==> config.mk <==
export PLATFORM = sky130hd
export DESIGN_NAME = bram_mult_seq
export DESIGN_NICKNAME = d
export VERILOG_FILES = /design/src/rtl/bram_mult_pkg.sv /design/src/rtl/bram_mult_seq_mult_pipe.sv /design/src/rtl/bram_mult_seq.sv
export SDC_FILE = /design/constraint.sdc
export NUM_CORES = 1
export LEC_CHECK = 0
export BUFFER_PORTS_ARGS = -buffer_cell sky130_fd_sc_hd__clkbuf_2
export CORE_UTILIZATION = 55
export CTS_CLUSTER_SIZE = 24
export DETAILED_ROUTE_END_ITERATION = 12
export GPL_TIMING_DRIVEN = 1
export MAX_ROUTING_LAYER = met4
export PLACE_DENSITY = 0.8
export SLEW_MARGIN = 20
export SYNTH_ARGS = -nofsm -noshare
export SYNTH_HDL_FRONTEND = slang
export SYNTH_HIERARCHICAL = 1
export SYNTH_SLANG_ARGS = --single-unit
==> constraint.sdc <==
create_clock -name clk -period 10.1 [get_ports clk]
set_input_delay 0.505 -clock clk [delete_from_list [all_inputs] [get_ports clk]]
set_output_delay 0.505 -clock clk [all_outputs]
set_load 0.005 [all_outputs]
==> src/rtl/bram_mult_pkg.sv <==
// Shared types and operand-packing constants for the BRAM-fed multiply sequencer.
// A RAM word holds one operand pair packed as {b, a}.
package bram_mult_pkg;

  typedef enum logic [1:0] {
    IDLE  = 2'd0,
    RUN   = 2'd1,
    DRAIN = 2'd2,
    DONE  = 2'd3
  } state_e;

  localparam int A_LSB = 0;

  function automatic int b_lsb(input int width);
    return A_LSB + width;
  endfunction

endpackage

==> src/rtl/bram_mult_seq_mult_pipe.sv <==
// Unsigned WIDTH x WIDTH multiplier followed by MULT_STAGES register stages with a
// travelling valid bit; the final stage holds its product while no new one arrives.
module mult_pipe #(
  parameter int WIDTH       = 16,
  parameter int MULT_STAGES = 2
) (
  input  logic                 clk,
  input  logic                 rst,
  input  logic                 in_vld,
  input  logic [WIDTH-1:0]     in_a,
  input  logic [WIDTH-1:0]     in_b,
  output logic                 out_vld,
  output logic [2*WIDTH-1:0]   out_prod,
  output logic                 pend
);

  localparam int PROD_W = 2 * WIDTH;
  localparam int LAST   = MULT_STAGES - 1;

  logic [PROD_W-1:0]      prod_full;
  logic [PROD_W-1:0]      prod_q [MULT_STAGES];
  logic [PROD_W-1:0]      prod_d [MULT_STAGES];
  logic [MULT_STAGES-1:0] vld_q;
  logic [MULT_STAGES-1:0] vld_d;

  // Full-width product; the delay stages behind it let synthesis retime the array.
  assign prod_full = {{WIDTH{1'b0}}, in_a} * {{WIDTH{1'b0}}, in_b};

  always_comb begin
    vld_d     = '0;
    vld_d[0]  = in_vld;
    prod_d[0] = in_vld ? prod_full : prod_q[0];
    for (int k = 1; k < MULT_STAGES; k++) begin
      vld_d[k]  = vld_q[k-1];
      prod_d[k] = vld_q[k-1] ? prod_q[k-1] : prod_q[k];
    end
    // Anything not yet at the output stage counts as still in flight.
    pend = in_vld;
    for (int k = 0; k < LAST; k++) begin
      pend = pend | vld_q[k];
    end
  end

  // Stage boundary: inner data stages carry no reset, the visible output stage does.
  always_ff @(posedge clk) begin
    for (int k = 0; k < LAST; k++) begin
      prod_q[k] <= prod_d[k];
    end
    if (rst) begin
      vld_q        <= '0;
      prod_q[LAST] <= '0;
    end else begin
      vld_q        <= vld_d;
      prod_q[LAST] <= prod_d[LAST];
    end
  end

  assign out_vld  = vld_q[LAST];
  assign out_prod = prod_q[LAST];

endmodule

==> src/rtl/bram_mult_seq.sv <==
// Walks a RAM of packed {b,a} operand pairs, streams them through mult_pipe and
// presents one product per cycle. Optional running sum enabled by BRAM_MULT_ACC_EN.
module bram_mult_seq
  import bram_mult_pkg::*;
#(
  parameter int WIDTH       = 16,
  parameter int DEPTH       = 16,
  parameter int ADDR_W      = $clog2(DEPTH),
  parameter int MULT_STAGES = 2
) (
  input  logic                  clk,
  input  logic                  rst,
  input  logic                  start_stop,
  input  logic                  loop,
  output logic                  mem_en,
  output logic [ADDR_W-1:0]     mem_addr,
  input  logic [2*WIDTH-1:0]    mem_rdata,
  output logic [2*WIDTH-1:0]    y,
  output logic                  y_valid,
  output logic                  busy,
  output logic                  done
`ifdef BRAM_MULT_ACC_EN
  ,
  output logic [2*WIDTH+ADDR_W-1:0] acc
`endif
);

  localparam int                PROD_W    = 2 * WIDTH;
  localparam int                B_LSB     = b_lsb(WIDTH);
  localparam logic [ADDR_W-1:0] LAST_ADDR = ADDR_W'(DEPTH - 1);

  state_e            state_q, state_d;
  logic [ADDR_W-1:0] addr_q, addr_d;
  logic              loop_q, loop_d;
  logic              rd_vld_q, rd_vld_d;
  logic              run_start;
  logic              pipe_pend;

  always_comb begin
    state_d   = state_q;
    addr_d    = addr_q;
    loop_d    = loop_q;
    mem_en    = 1'b0;
    run_start = 1'b0;
    case (state_q)
      IDLE: begin
        if (start_stop) begin
          state_d   = RUN;
          loop_d    = loop;
          addr_d    = '0;
          run_start = 1'b1;
        end
      end
      RUN: begin
        // start_stop low simply withholds the read; the address is kept for resume.
        if (start_stop) begin
          mem_en = 1'b1;
          if (addr_q == LAST_ADDR) begin
            addr_d = '0;
            if (!loop_q) state_d = DRAIN;
          end else begin
            addr_d = addr_q + ADDR_W'(1);
          end
        end
      end
      DRAIN: begin
        if (!pipe_pend) state_d = DONE;
      end
      DONE: begin
        if (!start_stop) state_d = IDLE;
      end
      default: state_d = IDLE;
    endcase
  end

  assign rd_vld_d = mem_en;

  // Stage boundary: read request -> RAM data valid.
  always_ff @(posedge clk) begin
    if (rst) begin
      state_q  <= IDLE;
      addr_q   <= '0;
      loop_q   <= 1'b0;
      rd_vld_q <= 1'b0;
    end else begin
      state_q  <= state_d;
      addr_q   <= addr_d;
      loop_q   <= loop_d;
      rd_vld_q <= rd_vld_d;
    end
  end

  mult_pipe #(
    .WIDTH       (WIDTH),
    .MULT_STAGES (MULT_STAGES)
  ) u_mult_pipe (
    .clk      (clk),
    .rst      (rst),
    .in_vld   (rd_vld_q),
    .in_a     (mem_rdata[A_LSB +: WIDTH]),
    .in_b     (mem_rdata[B_LSB +: WIDTH]),
    .out_vld  (y_valid),
    .out_prod (y),
    .pend     (pipe_pend)
  );

  assign mem_addr = addr_q;
  assign busy     = (state_q == RUN) || (state_q == DRAIN);
  assign done     = (state_q == DONE);

`ifdef BRAM_MULT_ACC_EN
  localparam int ACC_W = PROD_W + ADDR_W;

  logic [ACC_W-1:0] acc_q, acc_d;

  always_comb begin
    acc_d = acc_q;
    if (run_start)    acc_d = '0;
    else if (y_valid) acc_d = acc_q + ACC_W'(y);
  end

  // Stage boundary: product output -> running sum.
  always_ff @(posedge clk) begin
    if (rst) acc_q <= '0;
    else     acc_q <= acc_d;
  end

  assign acc = acc_q;
`endif

endmodule

Word-level counts from Yosys, hierarchy flattened. Memory sizes are Yosys's and may differ from the RTL's. Index checks and enable logic that the tools add are counted.

Flip-flop bits (word level): 10. RAM bits: 64. Bits of input ports: 36. Output and inout bits: 40. Logic and storage cells: 45. Memories kept: 1.

Memory list: u_mult_pipe.prod_q (depth 2, bits a word 32, read ports 2, clocked after Yosys merged registers in 0, write ports 2, RTL line bram_mult_seq_mult_pipe.sv:21) `logic [PROD_W-1:0] prod_q [MULT_STAGES];`.

$add $sub $neg: 1. Multipliers: 1. Equal/unequal tests: 10. Multiplexer cells: 19. Bitwise operators: 2. Reductions and logical operators: 6.

Operators with widths (number): $mux W32 (3); $mul A16 B16 Y32 (1); $mux W2 (6); $mux W4 (3); $ne A2 B2 Y1 const B (6); $pmux W2 S4 (1); $pmux W4 S2 (1); $reduce_and A6 Y1 (1); $mux W1 (5); $add A4 B1 Y4 const B (1); $eq A2 B2 Y1 const B (2); $eq A4 B4 Y1 const B (1); $reduce_and A3 Y1 (1); $eq A2 B1 Y1 const B (1); $logic_not A2 Y1 (1); $or A1 B1 Y1 (2); $reduce_and A2 Y1 (1); $reduce_bool A2 Y1 (1); $logic_or A1 B1 Y1 (1).

Longest topological paths before layout.
Word-level depth: 4. Depth in mapped cells: 22. Mapped depth without buffers: 20.

Modules after synthesis. The synthesis kept the hierarchy.

By module, submodules not included: mult_pipe (instances 1, cells an instance 1115, area each 10621.4 um2, seq. area each 1641.6 um2); bram_mult_seq (instances 1, cells an instance 54, area each 489.2 um2, seq. area each 160.2 um2).

Least setup slack after synthesis. OpenSTA, ideal clock, no wires.

Kind: input to register. Start point: input port mem_rdata[7]. End point: memory u_mult_pipe/prod_q[0][28] (netlist bit) (data pin). Setup time: 0.260 ns. Arrival: 5.638 ns. Data required time: 9.840 ns. Slack: 4.201 ns. Cell stages on the path: 21. Buffers on the path: 1. Cells stage by stage: clkbuf_1 > nand2_1 > fa_1 > inv_1 > fa_1 > inv_1 > fa_1 > inv_1 > fa_1 > fa_1 > inv_1 > fa_1 > inv_1 > ha_1 > a21oi_2 > o21bai_1 > a221o_1 > a221oi_4 > nand2_1 > a41oi_1 > xnor2_1.

RTL lines: start: declaration (RTL line bram_mult_seq.sv:17) `input logic [2*WIDTH-1:0] mem_rdata,`; end: declaration (RTL line bram_mult_seq_mult_pipe.sv:21).

==> metrics <==
status=complete, no violations; Worst-Skew Late Latency=around 0.32 ns; WS Path Type=primary input to flip-flop; Final setup viols=0; RSZ-0062 raised after global routing=no; Max Slew Vio Count=0; fillers=~1,700; Crit Reg-Reg Startpoint=u_mult_pipe/vld_q[0]; CP top delay family=adder cells; proportion of layout cells with a drive suffix above 1=~8.6%; maximum fanout along the worst path=16; data arrival time of the worst path=approximately 6.2 ns; synthesized netlist cell count=about 1,200; worst-margin pin slew=1.01 ns; Synth top cells by count=inv_1, fa_1, nand2_1; most used cell along the critical path=fa_1; DRC viols=0; Vias/cell=between 5 and 6; Setup TNS=0 ns; Initial Util=a little under three fifths; post-route ant nets=0; Port Buf Inserts=75; Hold Fails Final Rpt=0; largest area contributor in the netlist=fa_1; Fmax achieved=0.166 GHz; worst path bufs/invs=6; worst endpoint required time=slightly above 10 ns; drt pass-1 iters=5; Slew HR=roughly a third; DR vias=between 8,000 and 9,000; area of the core=19,700 um^2; worst clock skew=0.00514 ns; gr ovfl total=0; number of CTS-inserted buffers=9; max-cap violations=0; GP Congestion=0.898; Post-synth EDFFs=32; mean routed wirelength per cell=16.4 um; CTS Hold Bufs=0; CTS resizes=0; num rows=51; cells along the critical path=clkbuf_2 > nand2_1 > fa_1 > inv_1 > fa_1 > inv_1 > fa_1 > inv_1 > fa_1 > fa_1 > inv_1 > fa_1 > inv_1 > ha_1 > a21oi_2 > o21bai_1 > a221o_1 > a221oi_4 > a21oi_2 > o211a_1 > a311oi_1; Clock transition at path regs=~0.05 ns; Synth-to-Final Area Change=7.26%; number of global-route vias before repair=around 8,600; crit end category=flip-flop; net count after synthesis=approximately 1,500; initial antenna violation count=0; IO Count=76; CP Launch Type=primary input; worst hold path class=primary input to flip-flop; unique cell type count in the Yosys netlist=between 50 and 60; most used flip-flop cell after synthesis=dfxtp_1; CTS tree=built; synth top area cells=fa_1, ha_1, edfxtp_1; first-pass GRT wire length=around 40 mm; Synth Cell Area=11,100 um^2; H-Tree Depth=3; register area=between 1500 and 2000 um^2; fin nets=about 1,500; Synth top area share=a little over a third; CP startpoint=mem_rdata[23]; Antenna Cells=0; top-count cell post-synth=inv_1; share of flip-flops with an asynchronous set or reset=0%; Crit-path slowest cell=fa_1; FF+latch count, synth=74; final period utilization=59.7%; clk buf depth=2; largest net degree at the start of global routing=44; GR Util All Layers=between 20% and 30%; height of the die=around 140 um; flop-to-flop setup slack=approximately 8 ns; Tmin final=between 6 and 7 ns; Total Die Area=20,800 um^2; # Post-CTS Setup Buffers=0; Syn. warnings=6; hold slack=approximately 0.42 ns; Root Driver=clkbuf_16; Die Wd=roughly 140 um; drt initial violations=approximately 470; Crit path largest cell delay=roughly 0.56 ns; hold_sp=loop; syn_area_per_cell=9.50 um^2; Post-Route WL=~24 mm; sequential area share after synthesis=between 10% and 20%; CTS sink count=74; dpl hpwl=19.1 mm; multi-input combinational cell area=between 8000 and 9000 um^2
-- final timing paths --
check | end | depth (start not counted)
worst max-delay path | u_mult_pipe/prod_q[0][26] | 21
worst min-delay path | loop_q | 3
worst max register to register | state_q[0] | 4
worst min register to register | loop_q | 2
-- per-stage QoR --
stage               instance area, um^2  std cells  utilization (%)  setup slack, ns
finish                            11900       1479             60.6             4.07
global route                      11900       1479             60.6             3.79
CTS                               11900       1479             60.6             4.07
detailed placement                11600       1463             59.2             3.72
global placement                  11600       1463             59.2             3.82
floorplan                         11100       1169                -             4.20
-- cell type report --
type / instances / area share, %
clock buffer: 12 / 1.98
clock inverter: 4 / 0.357
inverter: 231 / 7.28
multi-input combinational: 817 / 69.3
sequential: 74 / 15.1
tap: 265 / 2.78
timing repair buffer: 76 / 3.21
-- cells in the final DEF (no fill, tap or decap), drive strengths merged, types with 9 or more instances in the layout --
master,synthesis,routed
fa,194,194
inv,231,231
nand3,11,11
nor2,44,44
nand2,153,153
o21ai,13,13
edfxtp,32,32
dfxtp,42,42
xnor2,18,18
mux2i,33,33
xor2,11,11
clkbuf,43,87
ha,110,110
and2,125,125
o21bai,9,9
a21oi,26,26
a21o,15,15
-- worst min-delay path: cells and delay by family --
kind                   cells  cell delay (ns)
and+or+nand+nor            1             0.05
AOI/OAI and AO/OA          1             0.06
buffers and inverters      1             0.08
-- routing by layer --
layer | global-route usage [%] | up-vias | routed length [um]
li1 | - | 3674 | -
met3 | 3.31 | 76 | 1140
met4 | 9.58 | 0 | 798
met2 | 44.9 | 270 | 12600
met1 | 30.7 | 4074 | 9740
met5 | - | - | 0
-- registers in the layout, summed over array words and instances (netlist names) --
signal              count
u_mult_pipe/prod_q     64
mem_addr                4
state_q                 2
u_mult_pipe/vld_q       2
loop_q                  1
rd_vld_q                1
-- cells by family after synthesis --
family / count (synthesis) / share of synthesized area [%]
fa+ha+maj: 304 / 47.3
compound gates: 93 / 5.93
xor+xnor: 29 / 2.29
buf+inv: 278 / 9.49
simple gates: 357 / 15.6
flops: 74 / 16.2
mux: 34 / 3.11
Power is not shown: default switching activity piles up to over one toggle a cycle in this logic, so the estimate is an artifact.
